[src/rtl/gc_netlist_sequencer.sv]
// gc_netlist_sequencer: fetches a netlist image, streams it into GarbledCircuit and waits for CC cycles to finish.
// Optional GC_SEQ_CYCLE_COUNT_EN adds the run_cycles counter output.
module gc_netlist_sequencer #(
  parameter int S      = 8,
  parameter int CC     = 4,
  parameter int ADDR_W = 12
) (
  input  logic              clk,
  input  logic              rst,
  input  logic              go,
  input  logic              abort,
  output logic              busy,
  output logic              done,
  output logic              err,
  output logic              mem_rd,
  output logic [ADDR_W-1:0] mem_addr,
  input  logic [31:0]       mem_data,
  output logic              gc_start,
  output logic [31:0]       gc_netlist_in,
  input  logic [S-1:0]      gc_cid
`ifdef GC_SEQ_CYCLE_COUNT_EN
  ,
  output logic [31:0]       run_cycles
`endif
);
  localparam int TW = (ADDR_W + 1 > S + 2) ? ADDR_W + 1 : S + 2;
  localparam logic [TW-1:0] MEMW = TW'(2 ** ADDR_W);
  localparam logic [TW-1:0] W2 = TW'(2);
  localparam logic [TW-1:0] W3 = TW'(3);
  localparam logic [TW-1:0] W4 = TW'(4);
  typedef enum logic [2:0] {IDLE, PREFETCH, START, STREAM, RUN} state_t;
  state_t              state_q;
  logic                mem_rd_q, start_q, done_q, err_q;
  logic [ADDR_W-1:0]   addr_q;
  logic [31:0]         nl_q;
  logic [TW-1:0]       widx_q, t_q, t_d, lim;
  logic [S-1:0]        dff_q;
  logic                more_rd;
`ifdef GC_SEQ_CYCLE_COUNT_EN
  logic [31:0]         cyc_q;
  assign run_cycles = cyc_q;
`endif
  // widx_q is the index of the word being captured; the total is known once word3 is on mem_data
  always_comb begin
    t_d     = W4 + TW'(dff_q) + TW'(mem_data[S-1:0]);
    lim     = (widx_q == W3) ? t_d - TW'(1) : (widx_q > W3) ? t_q - TW'(1) : MEMW - TW'(1);
    more_rd = mem_rd_q && (TW'(addr_q) < lim);
  end
  assign busy          = state_q != IDLE;
  assign done          = done_q;
  assign err           = err_q;
  assign mem_rd        = mem_rd_q;
  assign mem_addr      = addr_q;
  assign gc_start      = start_q;
  assign gc_netlist_in = nl_q;
  always_ff @(posedge clk or negedge rst) begin
    if (!rst) begin
      state_q  <= IDLE;
      mem_rd_q <= 1'b0;
      start_q  <= 1'b0;
      done_q   <= 1'b0;
      err_q    <= 1'b0;
      addr_q   <= '0;
      nl_q     <= '0;
      widx_q   <= '0;
      t_q      <= '0;
      dff_q    <= '0;
`ifdef GC_SEQ_CYCLE_COUNT_EN
      cyc_q    <= '0;
`endif
    end else if (abort && state_q != IDLE) begin
      state_q  <= IDLE;
      mem_rd_q <= 1'b0;
      start_q  <= 1'b0;
      nl_q     <= '0;
    end else begin
      case (state_q)
        IDLE: begin
          done_q <= 1'b0;
          if (go && !abort) begin
            err_q    <= 1'b0;
            mem_rd_q <= 1'b1;
            addr_q   <= '0;
            state_q  <= PREFETCH;
`ifdef GC_SEQ_CYCLE_COUNT_EN
            cyc_q    <= '0;
`endif
          end
        end
        PREFETCH: begin
          addr_q  <= ADDR_W'(1);
          start_q <= 1'b1;
          state_q <= START;
        end
        START: begin
          start_q <= 1'b0;
          nl_q    <= mem_data;
          addr_q  <= ADDR_W'(2);
          widx_q  <= TW'(1);
          state_q <= STREAM;
        end
        STREAM: begin
          if (widx_q > W3 && widx_q == t_q) begin
            nl_q     <= '0;
            mem_rd_q <= 1'b0;
            state_q  <= RUN;
          end else if (widx_q == W3 && t_d > MEMW) begin
            err_q    <= 1'b1;
            nl_q     <= '0;
            mem_rd_q <= 1'b0;
            state_q  <= IDLE;
          end else begin
            nl_q     <= mem_data;
            widx_q   <= widx_q + TW'(1);
            mem_rd_q <= more_rd;
            addr_q   <= more_rd ? addr_q + ADDR_W'(1) : addr_q;
            dff_q    <= (widx_q == W2) ? mem_data[2*S-1:S] : dff_q;
            t_q      <= (widx_q == W3) ? t_d : t_q;
          end
        end
        RUN: begin
`ifdef GC_SEQ_CYCLE_COUNT_EN
          cyc_q <= cyc_q + 32'd1;
`endif
          if (gc_cid == S'(CC)) begin
            done_q  <= 1'b1;
            state_q <= IDLE;
          end
        end
        default: state_q <= IDLE;
      endcase
    end
  end
endmodule

[config.mk]
export PLATFORM = sky130hd
export DESIGN_NAME = gc_netlist_sequencer
export DESIGN_NICKNAME = d
export VERILOG_FILES = /design/src/rtl/gc_netlist_sequencer.sv
export SDC_FILE = /design/constraint.sdc
export NUM_CORES = 1
export LEC_CHECK = 0
export CORE_AREA = 2 2 106 108
export CTS_CLUSTER_SIZE = 12
export DETAILED_ROUTE_END_ITERATION = 8
export DIE_AREA = 0 0 108 110
export GPL_TIMING_DRIVEN = 0
export PLACE_DENSITY = 0.74
export SLEW_MARGIN = 20
export SYNTH_ARGS = -nofsm -noshare
export SYNTH_HDL_FRONTEND = slang
export SYNTH_SLANG_ARGS = --single-unit
[constraint.sdc]
create_clock -name clk -period 4.1 [get_ports clk]
set_clock_uncertainty 0.05 [all_clocks]
set_input_delay 0.82 -clock clk [delete_from_list [all_inputs] [get_ports clk]]
set_output_delay 0.82 -clock clk [all_outputs]
set_load 0.02 [all_outputs]
### Yosys cells after proc, flatten, opt, wreduce, memory -nomap -nowiden

Index checks and enable logic that the tools add are counted.

* add/subtract/negate cells: 6
* $lt $le $gt $ge: 3
* equal/unequal tests: 17
* muxes and demuxes: 33
* bitwise gates (word level): 3
* reductions and logical operators: 23

Operator list (number)
* $mux 32: 3
* $pmux 32 s2: 1
* $mux 13: 4
* $mux 12: 4
* $pmux 12 s4: 1
* $eq 13x2->1 const B: 2
* $pmux 13 s2: 1
* $mux 3: 5
* $pmux 3 s5: 1
* $reduce_and 5->1: 3
* $add 13x1->13 const B: 1
* $eq 13x13->1: 1
* $gt 10x13->1 const B: 1
* $gt 13x2->1 const B: 1
* $lt 12x13->1: 1
* $sub 13x1->13 const B: 1
* $add 12x1->12 const B: 1
* $ne 2x2->1 const B: 6
* $reduce_bool 3->1: 4
* $sub 10x1->11 const B: 1
* $add 9x8->10: 1
* $add 3x8->9 const A: 1
* $mux 1: 9
* $eq 8x3->1 const B: 1
* other kinds (16): 30

* register bits after elaboration: 85
* input bits: 44
* output and inout port bits: 49
* logic and storage cells: 95

### Logic depth before layout (Yosys ltp)

Gate-level depths: netlist of run 1.

* depth in word-level cells: 10
* gate-level depth with buffers: 20
* mapped depth without buffers: 19

### Worst setup path before layout of run 1

Ideal clock, no wire load.

* path type: input to register
* from: in mem_data[1]
* to: reg addr_q[0], in the netlist mem_addr[0]
* setup time: 125 ps
* arrival: 4703 ps
* required time: 3925 ps
* slack: -778 ps
* stages: 18
* path buffers: 0
* cell sequence: ha_1 -> ha_1 -> fa_1 -> a21o_1 -> a21oi_1 -> xor2_1 -> nand2_1 -> nor2_1 -> xnor2_1 -> o21ai_0 -> ha_1 -> and4_1 -> and3_1 -> a221o_1 -> o31ai_1 -> a41oi_1 -> a21boi_1 -> mux2_2

* longest elaborated chain between the ends: 7
* elaborated cells on any way between the ends: 10
* those cells by class: 2 x add/sub; 2 x order compare; 2 x eq/ne; 1 x mux; 3 x reduce/logical

Ends and longest elaborated chain
* start: declaration: RTL line 17 `input logic [31:0] mem_data,`
* $add 9x8->10 (*): RTL line 45 `t_d = W4 + TW'(dff_q) + TW'(mem_data[S-1:0]);`
* $sub 10x1->11: RTL line 46 `lim = (widx_q == W3) ? t_d - TW'(1) : (widx_q > W3) ? t_q - TW'(1) : MEMW - TW'(1);`
* $mux 13: RTL line 46
* $lt 12x13->1: RTL line 47 `more_rd = mem_rd_q && (TW'(addr_q) < lim);`
* $logic_and 1x1->1: RTL line 47
* $ne 2x2->1 (no line)
* $reduce_and 6->1 (no line) (*)
* end signal: assignment: RTL line 116 `addr_q <= more_rd ? addr_q + ADDR_W'(1) : addr_q;`
* end: declaration: RTL line 34 `logic [ADDR_W-1:0] addr_q;`

Every way passes the cells marked *; elsewhere a longest branch is shown, timed or not.
A chain may end at the register's enable or synchronous reset.

### Worst setup path after layout of run 1

Ends and elaborated chain as after synthesis.

==> results.txt, run 1 <==
----------------------------------------------------
[Run status]
  Result of the run ... complete, but fails checks
  Violated checks ... setup timing

[Global route]
  Number of global-route vias before repair ... 4692
  M2 GR Usage ... 40.4%
  GR Util All Layers ... 23.6%
  Congestion Overflow GR ... 0
  Met1 Use GR ... 30.0%
  Pin count of the biggest net entering global routing ... 56
  First-pass GRT wire length ... 22.3 mm
  GR Util met3 ... 4.23%
  Antenna violations before repair ... 0
  GRT busiest layer ... met2

[Placement]
  Count of input and output buffers ... 91
  HPWL reported at the end of detailed placement ... 9.28 mm
  Worst slack at placement ... -1.54 ns
  Final Wtd Congestion ... 0.897

[Logic synthesis]
  Count of different cell masters after synthesis ... 64
  Syn avg cell area ... 9.82 sq um
  Synth Instances ... 512
  Mapped cell area ... 5030 sq um
  Predominant post-synthesis flop cell ... sky130_fd_sc_hd__dfrtp_1
  Number of storage elements in the synthesis netlist ... 82
  Portion of the post-synthesis area used by sequential elements ... 40.8%
  Number of synthesized flops with an enable pin ... 0
  Yosys warns ... 0
  Post-synth ARST share ... 100%
  Synth Net Count ... 588

[STA]
  Final max-slew violation count ... 0
  Hold violation count in the final report ... 0
  Worst setup slack after layout ... -0.445 ns
  Unrepaired setup endpoints after global routing ... yes
  Final setup violation count ... 14
  Maximum frequency from static timing analysis ... 0.220 GHz
  Transition time at the pin with the least slew margin ... 0.952 ns
  Fin crit period ... 4.55 ns
  Total negative setup slack ... -4.94 ns
  Crit share post-route ... 111%
  Worst slew margin relative to its limit ... 36.3%

[Cells and area]
  Antenna cells ... 0
  Synth-to-layout area growth ... 39.9%
  Final net count ... 726
  Most frequent cells in the layout ... 82 x sky130_fd_sc_hd__dfrtp_1, 82 x sky130_fd_sc_hd__clkdlybuf4s50_1, 57 x sky130_fd_sc_hd__nand2_1
  Fraction of layout instances using a drive strength above 1 ... 21.7%
  Final Core Density ... 65.8%

[Worst setup path]
  Crit path arrival time ... 4.75 ns
  Endpoint type of the worst setup path ... flip-flop
  Data required time at the worst endpoint ... 4.30 ns
  Critical-path maximum fanout ... 5
  Cell with the largest stage delay on the worst path ... sky130_fd_sc_hd__fa_2
  Most frequent cell on the critical path ... sky130_fd_sc_hd__ha_4
  Critical path class ... primary input to flip-flop
  Worst setup path startpoint ... mem_data[1]
  Cell-by-cell listing of the critical path ... buf_8, ha_4, ha_4, fa_2, a21o_1, a21oi_2, xor2_2, nand4_1, xor2_1, o21ai_1, ha_1, and4_4, and3_4, a221o_1, o31ai_4, a41oi_4, a21boi_2, mux2_4
  Buffer and inverter count on the worst path ... 1
  Origin of the critical flop-to-flop path ... dff_q[1]
  Largest delay share family, worst path ... compound AO/OA/AOI/OAI gates
  Startpoint type of the worst setup path ... primary input
  Maximum single-stage delay on the critical path ... 0.38 ns

[Clock tree]
  CTS Sinks ... 82
  Clock latency at the later pin of the worst-skew pair ... 0.36 ns
  CTS buffer count ... 9
  Clock root buffer ... sky130_fd_sc_hd__clkbuf_8
  Clock tree from TritonCTS ... yes
  Clock input transition at the sequential cells of the worst setup and hold paths ... 0.09 ns
  CTS max path bufs ... 2
  Number of levels in the clock H-tree ... 3

[Floorplan]
  Die extent in x ... 108 um
  Top-level port count ... 93
  Placeable Area ... 10700 sq um
  Floorplan die area ... 11900 sq um
  Initial core utilization ... 47.0%
  Number of cell rows ... 38
  Die Y-Extent ... 110 um

[Power and ir drop]
  Leakage power ... 3.04 nW
  Worst IR Drop VDD ... 0.191 mV
  PD cells ... 291 nW/um^2

[Routing]
  Total DRC errors in the routed layout ... 0
  Vias per inst ... 5.83
  Number of iterations in the first detailed-routing pass ... 5
  Overall via count from detail_route ... 4632
  Average detailed-routed wire length per instance ... 17.4 um
  Number of nets with antenna violations after routing ... 0
  Starting DRT DRC Count ... 265
  Final wirelength ... 13.8 mm

[Min path]
  Classification of the worst-slack hold path ... primary input to asynchronous set/reset pin

[Run]
  Number of max-cap violations ... 0

----------------------------------------------------
[stage by stage]
step | hold WS [ns] | area [sq um] | power (mW) | std cells
final | 0.333 | 7040 | 2.05 | 794
after global routing | 0.344 | 7040 | 2.15 | 794
after floorplan | 0.432 | 5080 | 1.21 | 512
after detailed placement | 0.436 | 6190 | 1.45 | 744
after CTS | 0.330 | 6860 | 2.04 | 791
after global placement | 0.424 | 6160 | 1.44 | 743
[flip-flops by register name, summed over array words and instances, names as in the netlist]
name,cells
gc_netlist_in,32
widx_q,13
t_q,10
state_q,3
mem_rd,1
dff_q,8
gc_start,1
err,1
done,1
mem_addr,12
[worst register-to-register path, stage by stage (launching register included)]
cell	delay (ns)
sky130_fd_sc_hd__dfrtp_1	0.42
sky130_fd_sc_hd__ha_4	0.26
sky130_fd_sc_hd__ha_4	0.16
sky130_fd_sc_hd__fa_2	0.38
sky130_fd_sc_hd__a21o_1	0.21
sky130_fd_sc_hd__a21oi_2	0.18
sky130_fd_sc_hd__xor2_2	0.25
sky130_fd_sc_hd__nand4_1	0.16
sky130_fd_sc_hd__xor2_1	0.17
sky130_fd_sc_hd__o21ai_1	0.18
sky130_fd_sc_hd__ha_1	0.29
sky130_fd_sc_hd__and4_4	0.22
sky130_fd_sc_hd__and3_4	0.17
sky130_fd_sc_hd__a221o_1	0.35
sky130_fd_sc_hd__o31ai_4	0.24
sky130_fd_sc_hd__a41oi_4	0.10
sky130_fd_sc_hd__a21boi_2	0.25
sky130_fd_sc_hd__mux2_4	0.32
[power breakdown]
group	total [mW]	switching [mW]	leakage, nW	internal [mW]
combinational	0.579	0.301	1.85	0.277
clock	0.551	0.314	0.0810	0.236
sequential	0.917	0.0473	1.10	0.870
[layer usage]
metal,vias to the layer above,share of wire (%)
li1,2149,-
met1,2260,42
met2,194,49
met3,29,6.5
met4,0,2.1
met5,-,0
[worst paths after layout]
kind / to / cells after the start / slack, ns
worst max-delay path: mem_addr[0] / 18 / -0.45
worst min-delay path: gc_start / 1 / 0.33
worst max register to register: mem_addr[0] / 17 / -0.35
worst min register to register: done / 2 / 0.45
max in group asynchronous: gc_netlist_in[12] / 2 / 3.07
min in group clk: done / 2 / 0.45
[cells by family after synthesis]
family / share of synthesized area (%)
mux: 5.20
simple gates: 17.7
compound gates: 18.9
buf+inv: 3.86
fa+ha+maj: 8.11
xor+xnor: 5.40
flops: 40.8
[what timing repair did]
item | CTS | global route
buffers inserted | 32 | 5
hold buffers | 0 | 0
resized for setup | 70 | 44
gates cloned | 1 | 0
endpoints found under the setup margin | 13 | 14
pin swaps | 41 | 31
[area by class of cell]
class,count,area (sq um)
tap,140,175
buffer,25,128
sequential,82,2050
clock inverter,5,40.0
fill,856,3660
timing repair buffer,129,1230
multi-input combinational,386,3210
clock buffer,10,138
inverter,17,66.3
[synth_stat cells, types with 2 or more instances]
cell type                   n  share of area, %
sky130_fd_sc_hd__a41oi_1    2              0.35
sky130_fd_sc_hd__o21ai_0   38               3.8
sky130_fd_sc_hd__or3_1      6              0.75
sky130_fd_sc_hd__mux2i_1   13               2.6
sky130_fd_sc_hd__o21a_1     2              0.30
sky130_fd_sc_hd__a31oi_1    5              0.62
sky130_fd_sc_hd__a211oi_1   3              0.45
sky130_fd_sc_hd__mux2_4     8               2.4
sky130_fd_sc_hd__xnor2_1   19               3.3
sky130_fd_sc_hd__o211ai_1   5              0.75
sky130_fd_sc_hd__a22oi_1    2              0.30
sky130_fd_sc_hd__a21oi_1   20               2.0
sky130_fd_sc_hd__clkbuf_1  19               1.4
sky130_fd_sc_hd__xor2_1    12               2.1
sky130_fd_sc_hd__or4_1      2              0.30
sky130_fd_sc_hd__ha_1      31               7.7
sky130_fd_sc_hd__nor2_1    19               1.4
sky130_fd_sc_hd__nand4_1   13               1.6
sky130_fd_sc_hd__o31ai_1    7               1.0
sky130_fd_sc_hd__and4_1     4              0.70
sky130_fd_sc_hd__buf_2      2              0.20
sky130_fd_sc_hd__nor4_1     3              0.37
sky130_fd_sc_hd__nand3_1   10               1.0
sky130_fd_sc_hd__inv_1     17               1.3
sky130_fd_sc_hd__nand2_1   57               4.3
sky130_fd_sc_hd__a22o_1    33               5.7
sky130_fd_sc_hd__clkbuf_2   2              0.20
sky130_fd_sc_hd__and2_1     3              0.37
sky130_fd_sc_hd__buf_1      2              0.15
sky130_fd_sc_hd__o21ai_1    3              0.30
sky130_fd_sc_hd__nand2b_1  11               1.4
sky130_fd_sc_hd__nor3_1    11               1.1
sky130_fd_sc_hd__dfrtp_1   82                41
sky130_fd_sc_hd__a21o_1     3              0.45
sky130_fd_sc_hd__and3_1    14               1.7
Power figures use the tool's default switching activity.
==> inputs of run 2 (changes only) <==
- PLACE_DENSITY: 0.74 -> 0.76
==> run 2 against run 1 <==
The run still ends with setup timing left. Largest cell class unchanged. Sequential power hardly changed. Clock power up 11%. Largest power group unchanged. Utilization fell by 1.5 points. Count of clock-buffer cells in the layout up 1. Setup slack gained 0.016 ns. Wire length is 5.9% lower. Via count is 4.0% lower.
==> results.txt, run 2 (synthesis gave the netlist of run 1 again) <==
----------------------------------------------------
[Routing]
  Starting DRT DRC Count ... 218 (-18%)
  Number of nets with antenna violations after routing ... 0 (unchanged)
  Average detailed-routed wire length per instance ... 16.8 um (-3.9%)
  Number of iterations in the first detailed-routing pass ... 5 (unchanged)
  Vias per inst ... 5.72 (-2.0%)
  Total DRC errors in the routed layout ... 0 (unchanged)
  Overall via count from detail_route ... 4447 (-4.0%)
  Final wirelength ... 13.0 mm (-5.9%)

[Worst setup path]
  Cell-by-cell listing of the critical path ... buf_8, ha_4, ha_4, fa_2, a21o_1, a21oi_2, xor2_2, nand2_2, nor2_4, xnor2_2, o21ai_2, ha_1, and4_4, and3_4, a221o_1, o31ai_2, a41oi_2, a21boi_2, mux2_4
  Critical path class ... primary input to flip-flop
  Critical-path maximum fanout ... 4 (-1)
  Buffer and inverter count on the worst path ... 1 (unchanged)
  Worst setup path startpoint ... mem_data[1]
  Origin of the critical flop-to-flop path ... dff_q[1]
  Data required time at the worst endpoint ... 4.31 ns (about the same)
  Endpoint type of the worst setup path ... flip-flop
  Cell with the largest stage delay on the worst path ... sky130_fd_sc_hd__fa_2
  Most frequent cell on the critical path ... sky130_fd_sc_hd__ha_4
  Maximum single-stage delay on the critical path ... 0.38 ns (about the same)
  Crit path arrival time ... 4.74 ns (about the same)
  Largest delay share family, worst path ... compound AO/OA/AOI/OAI gates
  Startpoint type of the worst setup path ... primary input

[Clock tree]
  CTS buffer count ... 9 (unchanged)
  Number of levels in the clock H-tree ... 3 (unchanged)
  Clock tree from TritonCTS ... yes
  Cts hold-fix bufs ... 0 (unchanged)
  Clock input transition at the sequential cells of the worst setup and hold paths ... 0.09 ns (about the same)
  Clock root buffer ... sky130_fd_sc_hd__clkbuf_8
  Clock latency at the later pin of the worst-skew pair ... 0.37 ns (about the same)
  CTS max path bufs ... 2 (unchanged)
  CTS Sinks ... 82 (unchanged)

[Floorplan]
  Number of cell rows ... 38 (unchanged)
  Initial core utilization ... 47.0% (unchanged)
  Die Y-Extent ... 110 um (unchanged)
  Die extent in x ... 108 um (unchanged)
  Placeable Area ... 10700 sq um (unchanged)
  Floorplan die area ... 11900 sq um (unchanged)
  Top-level port count ... 93 (unchanged)

[Placement]
  Placed inst area ... 6180 sq um (-0.12%)
  Placed insts ... 744 (unchanged)
  Count of input and output buffers ... 91 (unchanged)
  HPWL reported at the end of detailed placement ... 9.23 mm (-0.50%)
  Worst slack at placement ... -1.46 ns (+0.0835 ns)
  Final Wtd Congestion ... 0.896 (about the same)

[Cells and area]
  Fraction of layout instances using a drive strength above 1 ... 19.0% (-2.7 points)
  Finished Layout Cells ... 778 (-2.0%)
  Count of filler cells inserted in the layout ... 842 (-1.6%)
  Final net count ... 709 (-2.3%)
  Max FFs per register ... 32 (unchanged)
  Synth-to-layout area growth ... 36.8%
  Non-Filler Cell Area, Final ... 6880 sq um (-2.2%)
  Antenna cells ... 0 (unchanged)
  Most frequent cells in the layout ... 82 x sky130_fd_sc_hd__dfrtp_1, 82 x sky130_fd_sc_hd__clkdlybuf4s50_1, 56 x sky130_fd_sc_hd__nand2_1

[Global route]
  Congestion Overflow GR ... 0 (unchanged)
  Pin count of the biggest net entering global routing ... 43 (-23%)
  GR Util All Layers ... 22.5% (-1.1 points)
  Number of global-route vias before repair ... 4514 (-3.8%)
  First-pass GRT wire length ... 21.3 mm (-4.8%)
  Antenna violations before repair ... 0 (unchanged)

[Power and ir drop]
  Clock Power Share ... 29.2% (+2.3 points)
  Worst IR Drop VDD ... 0.185 mV (-3.2%)
  Sw frac ... 31.0% (-1.4 points)
  Cell-internal power ... 1.44 mW (+4.0%)
  Comb power frac ... 26.8% (-1.5 points)
  Net switching power ... 647 uW (-2.4%)
  Sequential fraction of design power ... 44.0% (-0.8 points)
  PD cells ... 303 nW/um^2 (+4.3%)
  Leakage power ... 2.96 nW (-2.4%)

[STA]
  Hold slack ... 0.391 ns (+0.0586 ns)
  Fin crit period ... 4.53 ns (-0.0159 ns)
  Crit share post-route ... 110% (-0.39 points)
  Maximum frequency from static timing analysis ... 0.221 GHz (+0.35%)
  Unrepaired setup endpoints after global routing ... yes
  Final max-slew violation count ... 0 (unchanged)
  Hold violation count in the final report ... 0 (unchanged)
  Worst slew margin relative to its limit ... 26.0% (-10 points)
  Transition time at the pin with the least slew margin ... 1.11 ns (+0.155 ns)
  Total negative setup slack ... -5.08 ns (-0.141 ns)
  Final setup violation count ... 13 (-1)
  Worst setup slack after layout ... -0.429 ns (+0.0159 ns)

[Run]
  Number of max-cap violations ... 0 (unchanged)

[Run status]
  Violated checks ... setup timing
  Result of the run ... complete, but fails checks

[Min path]
  Classification of the worst-slack hold path ... primary input to asynchronous set/reset pin

----------------------------------------------------
[run 2: cell count changes in the layout (fill, tap and decap cells not counted), sizes merged]
cell / change
inv: -1
dlygate4sd2: +3
clkinv: +2
clkinvlp: -2
bufinv: +1
clkbuf: -1
buf: -19
clkdlybuf4s15: +1
[run 2: per-layer routing]
layer  track usage (%)  wire, um  up-vias
met5                 0         0        -
met4              9.43       263        0
met3              4.82       914       22
met2              38.3      6200      149
met1              27.9      5660     2152
li1                  -         -     2124
[run 2: final cells by class]
type                       instances  area (sq um)  share of cell area (%)
clock buffer                      11           141                    2.06
timing repair buffer             111          1070                    15.6
tap                              140           175                    2.55
sequential                        82          2050                    29.8
inverter                          17          66.3                   0.964
multi-input combinational        386          3170                    46.0
clock inverter                     5          63.8                   0.928
buffer                            26           141                    2.06
[run 2: worst paths after layout]
path	end	slack [ns]	depth (start not counted)
worst max-delay path	mem_addr[0]	-0.43	19
worst min-delay path	err	0.39	1
worst max register to register	mem_addr[0]	-0.35	18
worst min register to register	gc_netlist_in[2]	0.46	2
max in group asynchronous	gc_netlist_in[16]	2.99	2
min in group clk	gc_netlist_in[2]	0.46	2
[run 2: power groups by stage]
stage	Sequential [mW]	Combinational, mW	Clock (mW)
after floorplan	0.993	0.216	0
after global placement	0.930	0.505	0
after detailed placement	0.930	0.521	0
after CTS	0.918	0.553	0.621
after global routing	0.926	0.605	0.659
final	0.919	0.559	0.609
[run 2: repair_timing]
item	CTS	global route
cloned	1	0
setup endpoints to repair	13	13
gates resized for setup	73	17
endpoints found under the hold margin	0	0
pin swaps	41	27
setup buffers	14	4
[run 2: per-stage QoR]
step | total power, mW | util (%)
global placement | 1.43 | 57.6
detailed placement | 1.45 | 57.8
CTS | 2.09 | 63.2
floorplan | 1.21 | -
global route | 2.19 | 64.3
finish | 2.09 | 64.3
